File: src/rtl/pipe_hazard_ctrl.sv
// Hazard/stall controller for the 5-stage RV32 pipeline: latch enables/flushes,
// operand forwarding selects, data-memory wait tracking with timeout halt.
module pipe_hazard_ctrl #(
  parameter int unsigned MAX_WAIT = 15,
  parameter int unsigned CNT_W    = 16
) (
  input  logic             clock,
  input  logic             reset_n,
  input  logic [4:0]       id_rs1,
  input  logic [4:0]       id_rs2,
  input  logic             id_uses_rs1,
  input  logic             id_uses_rs2,
  input  logic [4:0]       idex_rs1,
  input  logic [4:0]       idex_rs2,
  input  logic [4:0]       idex_rd,
  input  logic             idex_mem_read,
  input  logic [4:0]       exmem_rd,
  input  logic             exmem_reg_write,
  input  logic [4:0]       memwb_rd,
  input  logic             memwb_reg_write,
  input  logic             branch_taken,
  input  logic             dmem_busy,
  output logic             pc_en,
  output logic             ifid_en,
  output logic             ifid_flush,
  output logic             idex_en,
  output logic             idex_flush,
  output logic             exmem_en,
  output logic [1:0]       fwd_a,
  output logic [1:0]       fwd_b,
  output logic             mem_timeout,
  output logic             halted,
  output logic [CNT_W-1:0] stall_cycles
);

  localparam int unsigned WW = $clog2(MAX_WAIT + 1);

  typedef enum logic [1:0] {RUN, MEM_WAIT, HALT} state_t;

  state_t        state, state_nxt;
  logic [WW-1:0] wait_cnt, wait_nxt;
  logic          timeout_nxt;
  logic          lu;

  always_comb begin
    lu = idex_mem_read && (idex_rd != 5'd0) &&
         ((id_uses_rs1 && (id_rs1 == idex_rd)) ||
          (id_uses_rs2 && (id_rs2 == idex_rd)));
  end

  // Freeze outranks branch so a branch held in EX redirects only once memory is ready.
  always_comb begin
    pc_en      = 1'b0;
    ifid_en    = 1'b0;
    ifid_flush = 1'b1;
    idex_en    = 1'b0;
    idex_flush = 1'b1;
    exmem_en   = 1'b0;
    if (reset_n) begin
      if (state == HALT || dmem_busy) begin
        ifid_flush = 1'b0;
        idex_flush = 1'b0;
      end else if (branch_taken) begin
        pc_en    = 1'b1;
        ifid_en  = 1'b1;
        idex_en  = 1'b1;
        exmem_en = 1'b1;
      end else if (lu) begin
        ifid_flush = 1'b0;
        idex_en    = 1'b1;
        exmem_en   = 1'b1;
      end else begin
        pc_en      = 1'b1;
        ifid_en    = 1'b1;
        ifid_flush = 1'b0;
        idex_en    = 1'b1;
        idex_flush = 1'b0;
        exmem_en   = 1'b1;
      end
    end
  end

  always_comb begin
    fwd_a = 2'b00;
    fwd_b = 2'b00;
    if (reset_n) begin
      if (exmem_reg_write && exmem_rd != 5'd0 && exmem_rd == idex_rs1)
        fwd_a = 2'b10;
      else if (memwb_reg_write && memwb_rd != 5'd0 && memwb_rd == idex_rs1)
        fwd_a = 2'b01;
      if (exmem_reg_write && exmem_rd != 5'd0 && exmem_rd == idex_rs2)
        fwd_b = 2'b10;
      else if (memwb_reg_write && memwb_rd != 5'd0 && memwb_rd == idex_rs2)
        fwd_b = 2'b01;
    end
  end

  always_comb begin
    state_nxt   = state;
    wait_nxt    = wait_cnt;
    timeout_nxt = mem_timeout;
    unique case (state)
      RUN: begin
        if (dmem_busy) begin
          state_nxt = MEM_WAIT;
          wait_nxt  = WW'(1);
        end
      end
      MEM_WAIT: begin
        if (!dmem_busy) begin
          state_nxt = RUN;
          wait_nxt  = '0;
        end else if (wait_cnt == WW'(MAX_WAIT)) begin
          state_nxt   = HALT;
          timeout_nxt = 1'b1;
        end else begin
          wait_nxt = wait_cnt + WW'(1);
        end
      end
      HALT: begin
      end
      default: state_nxt = RUN;
    endcase
  end

  always_ff @(posedge clock) begin
    if (!reset_n) begin
      state        <= RUN;
      wait_cnt     <= '0;
      mem_timeout  <= 1'b0;
      stall_cycles <= '0;
    end else begin
      state       <= state_nxt;
      wait_cnt    <= wait_nxt;
      mem_timeout <= timeout_nxt;
      if (state != HALT && !pc_en && stall_cycles != '1)
        stall_cycles <= stall_cycles + CNT_W'(1);
    end
  end

  always_comb halted = (state == HALT);

endmodule

File: config.mk
export PLATFORM = sky130hd
export DESIGN_NAME = pipe_hazard_ctrl
export DESIGN_NICKNAME = d
export VERILOG_FILES = /design/src/rtl/pipe_hazard_ctrl.sv
export SDC_FILE = /design/constraint.sdc
export NUM_CORES = 1
export LEC_CHECK = 0
export ABC_AREA = 1
export BUFFER_PORTS_ARGS = -buffer_cell sky130_fd_sc_hd__buf_2
export CELL_PAD_IN_SITES_DETAIL_PLACEMENT = 0
export CELL_PAD_IN_SITES_GLOBAL_PLACEMENT = 1
export CORE_ASPECT_RATIO = 0.8
export CORE_MARGIN = 2
export CORE_UTILIZATION = 33
export CTS_CLUSTER_DIAMETER = 30
export DETAILED_ROUTE_END_ITERATION = 12
export MAX_ROUTING_LAYER = met4
export PLACE_DENSITY_LB_ADDON = 0.2
export SYNTH_ARGS = -nofsm -noshare
export SYNTH_HDL_FRONTEND = slang
export SYNTH_SLANG_ARGS = --single-unit
File: constraint.sdc
create_clock -name clock -period 1.9 [get_ports clock]
set_input_delay 0.38 -clock clock [delete_from_list [all_inputs] [get_ports clock]]
set_output_delay 0.38 -clock clock [all_outputs]
set_load 0.02 [all_outputs]
Yosys cells after proc, flatten, opt, wreduce, memory -nomap -nowiden. Cells that the tools add are included.

Flip-flop bits (word level): 23. Input bits: 44. Output and inout port bits: 28. Logic and storage cells: 71.

Add/subtract/negate cells: 2. Equal/unequal tests: 14. Multiplexer cells: 27. Bitwise operators: 1. Reduce and logical (&&, ||, !) cells: 23.

Operators with widths (count): $eq A5 B5 Y1 (6); $add A16 B1 Y16 const B (1); $ne A16 B16 Y1 const B (1); $mux W1 (15); $reduce_bool A5 Y1 (3); $mux W2 (7); $logic_and A1 B1 Y1 (12); $mux W4 (3); $reduce_and A3 Y1 (3); $pmux W4 S2 (1); $ne A3 B3 Y1 const B (2); $pmux W2 S3 (1); $add A4 B1 Y4 const B (1); $eq A4 B4 Y1 const B (1); $ne A2 B2 Y1 const B (2); $eq A2 B1 Y1 const B (1); $eq A2 B2 Y1 const B (1); $logic_not A2 Y1 (1); $logic_or A1 B1 Y1 (2); $reduce_bool A2 Y1 (1); $logic_not A1 Y1 (1); $not A1 Y1 (1).

Longest topological paths before layout.
Depth in word-level cells: 11. Depth in mapped cells: 12. Mapped depth without buffers: 12.

Worst setup path after synthesis. No wires, ideal clock.

Kind: reg-to-output. Start point: reg state[0]. End point: out pc_en. Arrival: 1865 ps. Data required time: 1520 ps. Path slack: -345 ps. Stages on the path, launching flop included: 9. Buffers on the path: 2. Path through: dfxtp_1 > nor2_1 > inv_2 > nand2_1 > nor2_1 > nand2_1 > buf_2 > inv_1 > buf_4.

Longest elaborated chain between the ends: 4.

RTL lines: start: declaration (RTL line 40) `state_t state, state_nxt;`; start signal: assignment (RTL line 133) `state <= state_nxt;`; $eq A2 B2 Y1; net halted (RTL line 32) `output logic halted,`; $logic_or A1 B1 Y1 (RTL line 60) `if (state == HALT || dmem_busy) begin`; $mux W1 (RTL line 60); $mux W1 (RTL line 59) `if (reset_n) begin`; end: declaration (RTL line 23) `output logic pc_en,`.

The timed path passes the listed nets, and every way through them passes these cells.

Worst setup path in the final report.
Start point: in idex_rs2[2]. End point: out fwd_b[0].

Longest elaborated chain between the ends: 5. Elaborated cells between the ends (all ways): 7. Classes of those cells: eq/ne (2); mux (3); reduce/logical (2).

RTL lines: start: declaration (RTL line 14) `input logic [4:0] idex_rs2,`; $eq A5 B5 Y1 (RTL line 93) `else if (memwb_reg_write && memwb_rd != 5'd0 && memwb_rd == idex_rs2)`; $logic_and A1 B1 Y1 (RTL line 93); $mux W1 (RTL line 93); $mux W2 * (RTL line 91) `if (exmem_reg_write && exmem_rd != 5'd0 && exmem_rd == idex_rs2)`; $mux W2 * (RTL line 86) `if (reset_n) begin`; end: declaration (RTL line 30) `output logic [1:0] fwd_b,`.

Every way passes the cells marked *; elsewhere a longest branch is shown, timed or not.

==> run metrics <==
run status=finished, final reports clean; final hold viol count=0; Psw=0.333 mW; fin cells=~450; Simple-Gate Fraction of Synth Area=0.391; vias in the first global route=1967; worst reg-to-reg path cell count=9; worst reg2reg setup slack=0.21 ns; Core Rows=24; Initial DRC Count=roughly 150; total CTS buffers=3; CTS Root Cell=clkbuf_8; critical path endpoint category=output pin; initial core utilization=0.339; Ys Warns=0; Port-buffer cells=71; Mapped Area=around 1800 um^2; Tot Pwr=1.09 mW; clk_lat worst skew=0.26 ns; Placed Cells=444; largest family of logic cells by synthesized area=simple AND/OR/NAND/NOR gates; CP cell instances=buf_6 > buf_6 > xor2_1 > nor4_1 > nand3_1 > nor3_2 > buf_4; WL/cell=11.9 um; flops & latches, synth=23; Sw Share=0.306; clk sink count=23; Die Y=70.9 um; full die area=approximately 6200 um^2; HPWL Detailed=4070 um; r2r startpoint=stall_cycles[1]; Via-to-Cell Ratio=about 4.7; slowest stage cell, crit path=nor4_1; CTS tree=done; GPL Wtd Cong=0.840; number of synthesized flops with an enable pin=0; Area after DPL=2360 um^2; internal power=0.756 mW; final instance area=2460 um^2; Final Max Tran Viols=0; Synthesized Nets=approximately 340; Setup Skew=0.00366 ns; Routed Antenna Nets=0; Worst Setup Start Kind=input port; Comb power frac=0.252; buffer and inverter count on the worst path=3; Synth Area in Adders=0.0136; setup TNS=0 ns; power per cell area=between 400 and 500 nW/um^2; Max Fanout on Critical Path=2; worst slew pin tran=just over 0.4 ns; layout cell share with drive strength beyond 1=0.276; critical path class=input port to output pin; Period minus WS final=roughly 1.9 ns; Worst path top cell family by delay=simple AND/OR/NAND/NOR gates; Top cell by count, worst path=buf_6; initial antenna violation count=0; data required time at the worst endpoint=1.52 ns; Clk network pwr share=0.289; final worst-path cycle share=0.988; Core Area=approximately 5400 um^2; fillers=598; Max Fclk=533 MHz; crit path capture=fwd_b[0]; Post-CTS Hold Buffers=0; leakage=1.19 nW; Worst-path clk slew=0.09 ns; Distinct cells, synth=29; total iterations of the first detailed-routing run=4; CP Launch Point=idex_rs2[2]; grt ovf=0; HP Class=input port to flip-flop; Ports=72; Area Growth Syn to Fin=33.2%; Main synth FF type=dfxtp_1; WP depth=7; crit path DAT=1.50 ns; sequential area share after synthesis=0.250; Cells after Synth=291; VDD IR max=0.273 mV; Compound-Gate Fraction of Synth Area=0.0862; WL final=5310 um; asr flop ratio synth=0; unrepaired setup endpoints after global routing=yes; number of remaining DRC errors=0; Post-Synth XOR/XNOR Area=0.157; CTS max path bufs=2; worst stage delay on the critical path=0.29 ns; H-tree Lvls=1; largest net degree at the start of global routing=19; Die W=87.6 um; Hold Slack=0.410 ns; min-delay src=dmem_busy; Final nets=around 420; global-route wire length before repair=between 8000 and 9000 um; RR Endpoint=stall_cycles[8]; share of power burned in registers=0.459; maxcap violations=0; Diodes inserted=0; Slew headroom=0.722; mux contribution to synthesized area=0; vias=around 2100; final setup violation count=0; Mapped Avg Cell Area=6.34 um^2; Total Routing Usage GR=0.176
[stage by stage]
step	util	setup slack (ns)
finish	0.452	0.0230
global route	0.452	-0.0588
CTS	0.443	0.0106
detailed placement	0.434	-0.0254
global placement	0.434	-0.0474
floorplan	-	0.0672
[power groups by stage]
| stage | registers [mW] | clock network, mW | logic [mW] |
|---|---|---|---|
| global placement | 0.511 | 0 | 0.257 |
| CTS | 0.500 | 0.327 | 0.259 |
| finish | 0.500 | 0.314 | 0.274 |
| global route | 0.501 | 0.352 | 0.305 |
| detailed placement | 0.511 | 0 | 0.256 |
| floorplan | 0.518 | 0 | 0.137 |
[final cells by class]
| cell class | count | area (um^2) | area share |
|---|---|---|---|
| inverter | 38 | 143 | 0.0580 |
| timing repair buffer | 83 | 460 | 0.187 |
| multi-input combinational | 222 | 1250 | 0.509 |
| clock buffer | 4 | 45.0 | 0.0183 |
| sequential | 23 | 462 | 0.188 |
| tap | 78 | 97.6 | 0.0397 |
[sequential cells by signal (all words and copies together), names as in the netlist]
| name | cells |
|---|---|
| stall_cycles | 16 |
| state | 2 |
| wait_cnt | 4 |
| mem_timeout | 1 |
[cell usage in the layout, fill, tap and decap left out, drive strengths merged, types with 6 or more instances in the layout]
cell type	synthesis	routed
o21ai	9	9
nand4	18	18
xnor2	11	11
dfxtp	23	23
nand2	74	74
a21oi	18	18
nand3	12	12
inv	38	38
buf	5	83
xor2	22	22
nor2	39	39
nor3	6	6
[Yosys cell counts (all sizes together) (5+ instances only)]
library cell | instances | area share
nand2 | 74 | 0.15
xnor2 | 11 | 0.052
a21oi | 18 | 0.049
buf | 5 | 0.019
inv | 38 | 0.077
nand3 | 12 | 0.039
xor2 | 22 | 0.10
nand4 | 18 | 0.069
nor2 | 39 | 0.083
dfxtp | 23 | 0.25
o21ai | 9 | 0.024
nor3 | 6 | 0.019
[worst reg2reg max path, cell delays in order, from the launching register on]
cell and delay (ns):
dfxtp_1 0.36, ha_1 0.19, nand2_1 0.11, nor3_2 0.18, nand2_2 0.12, nor2_4 0.11, nand4_4 0.09, nand3_4 0.24
nand2_1 0.08, a21oi_1 0.13
[worst min-delay path by stage]
| stage | cells past startpoint | end |
|---|---|---|
| 2_1_floorplan | 1 | state[0] |
| 3_3_place_gp | 1 | state[0] |
| 3_5_place_dp | 1 | state[0] |
| 4_1_cts | 3 | state[0] |
| 5_1_grt | 3 | state[0] |
| 6_report | 3 | state[0] |
[layer usage]
layer,GRT usage,part of all wire,vias to the layer above
met3,0.0385,0.063,8
li1,-,-,1095
met5,-,0,-
met2,0.248,0.41,73
met4,0.0376,0.016,0
met1,0.256,0.51,918
[repair_timing]
action | 4_1_cts | 5_1_grt
buffers inserted | 0 | 0
endpoints found under the hold margin | 0 | 0
pin swaps | 0 | 3
endpoints found under the setup margin | 1 | 6
gates resized for setup | 1 | 11
[cells by family (layout without fill, tap and decap cells)]
logic type | count (synthesis) | in the layout
fa+ha+maj | 2 | 2
compound gates | 30 | 30
buf+inv | 46 | 125
simple gates | 157 | 157
flops | 23 | 23
xor+xnor | 33 | 33
Note: power is estimated with default switching activity, not from simulation.
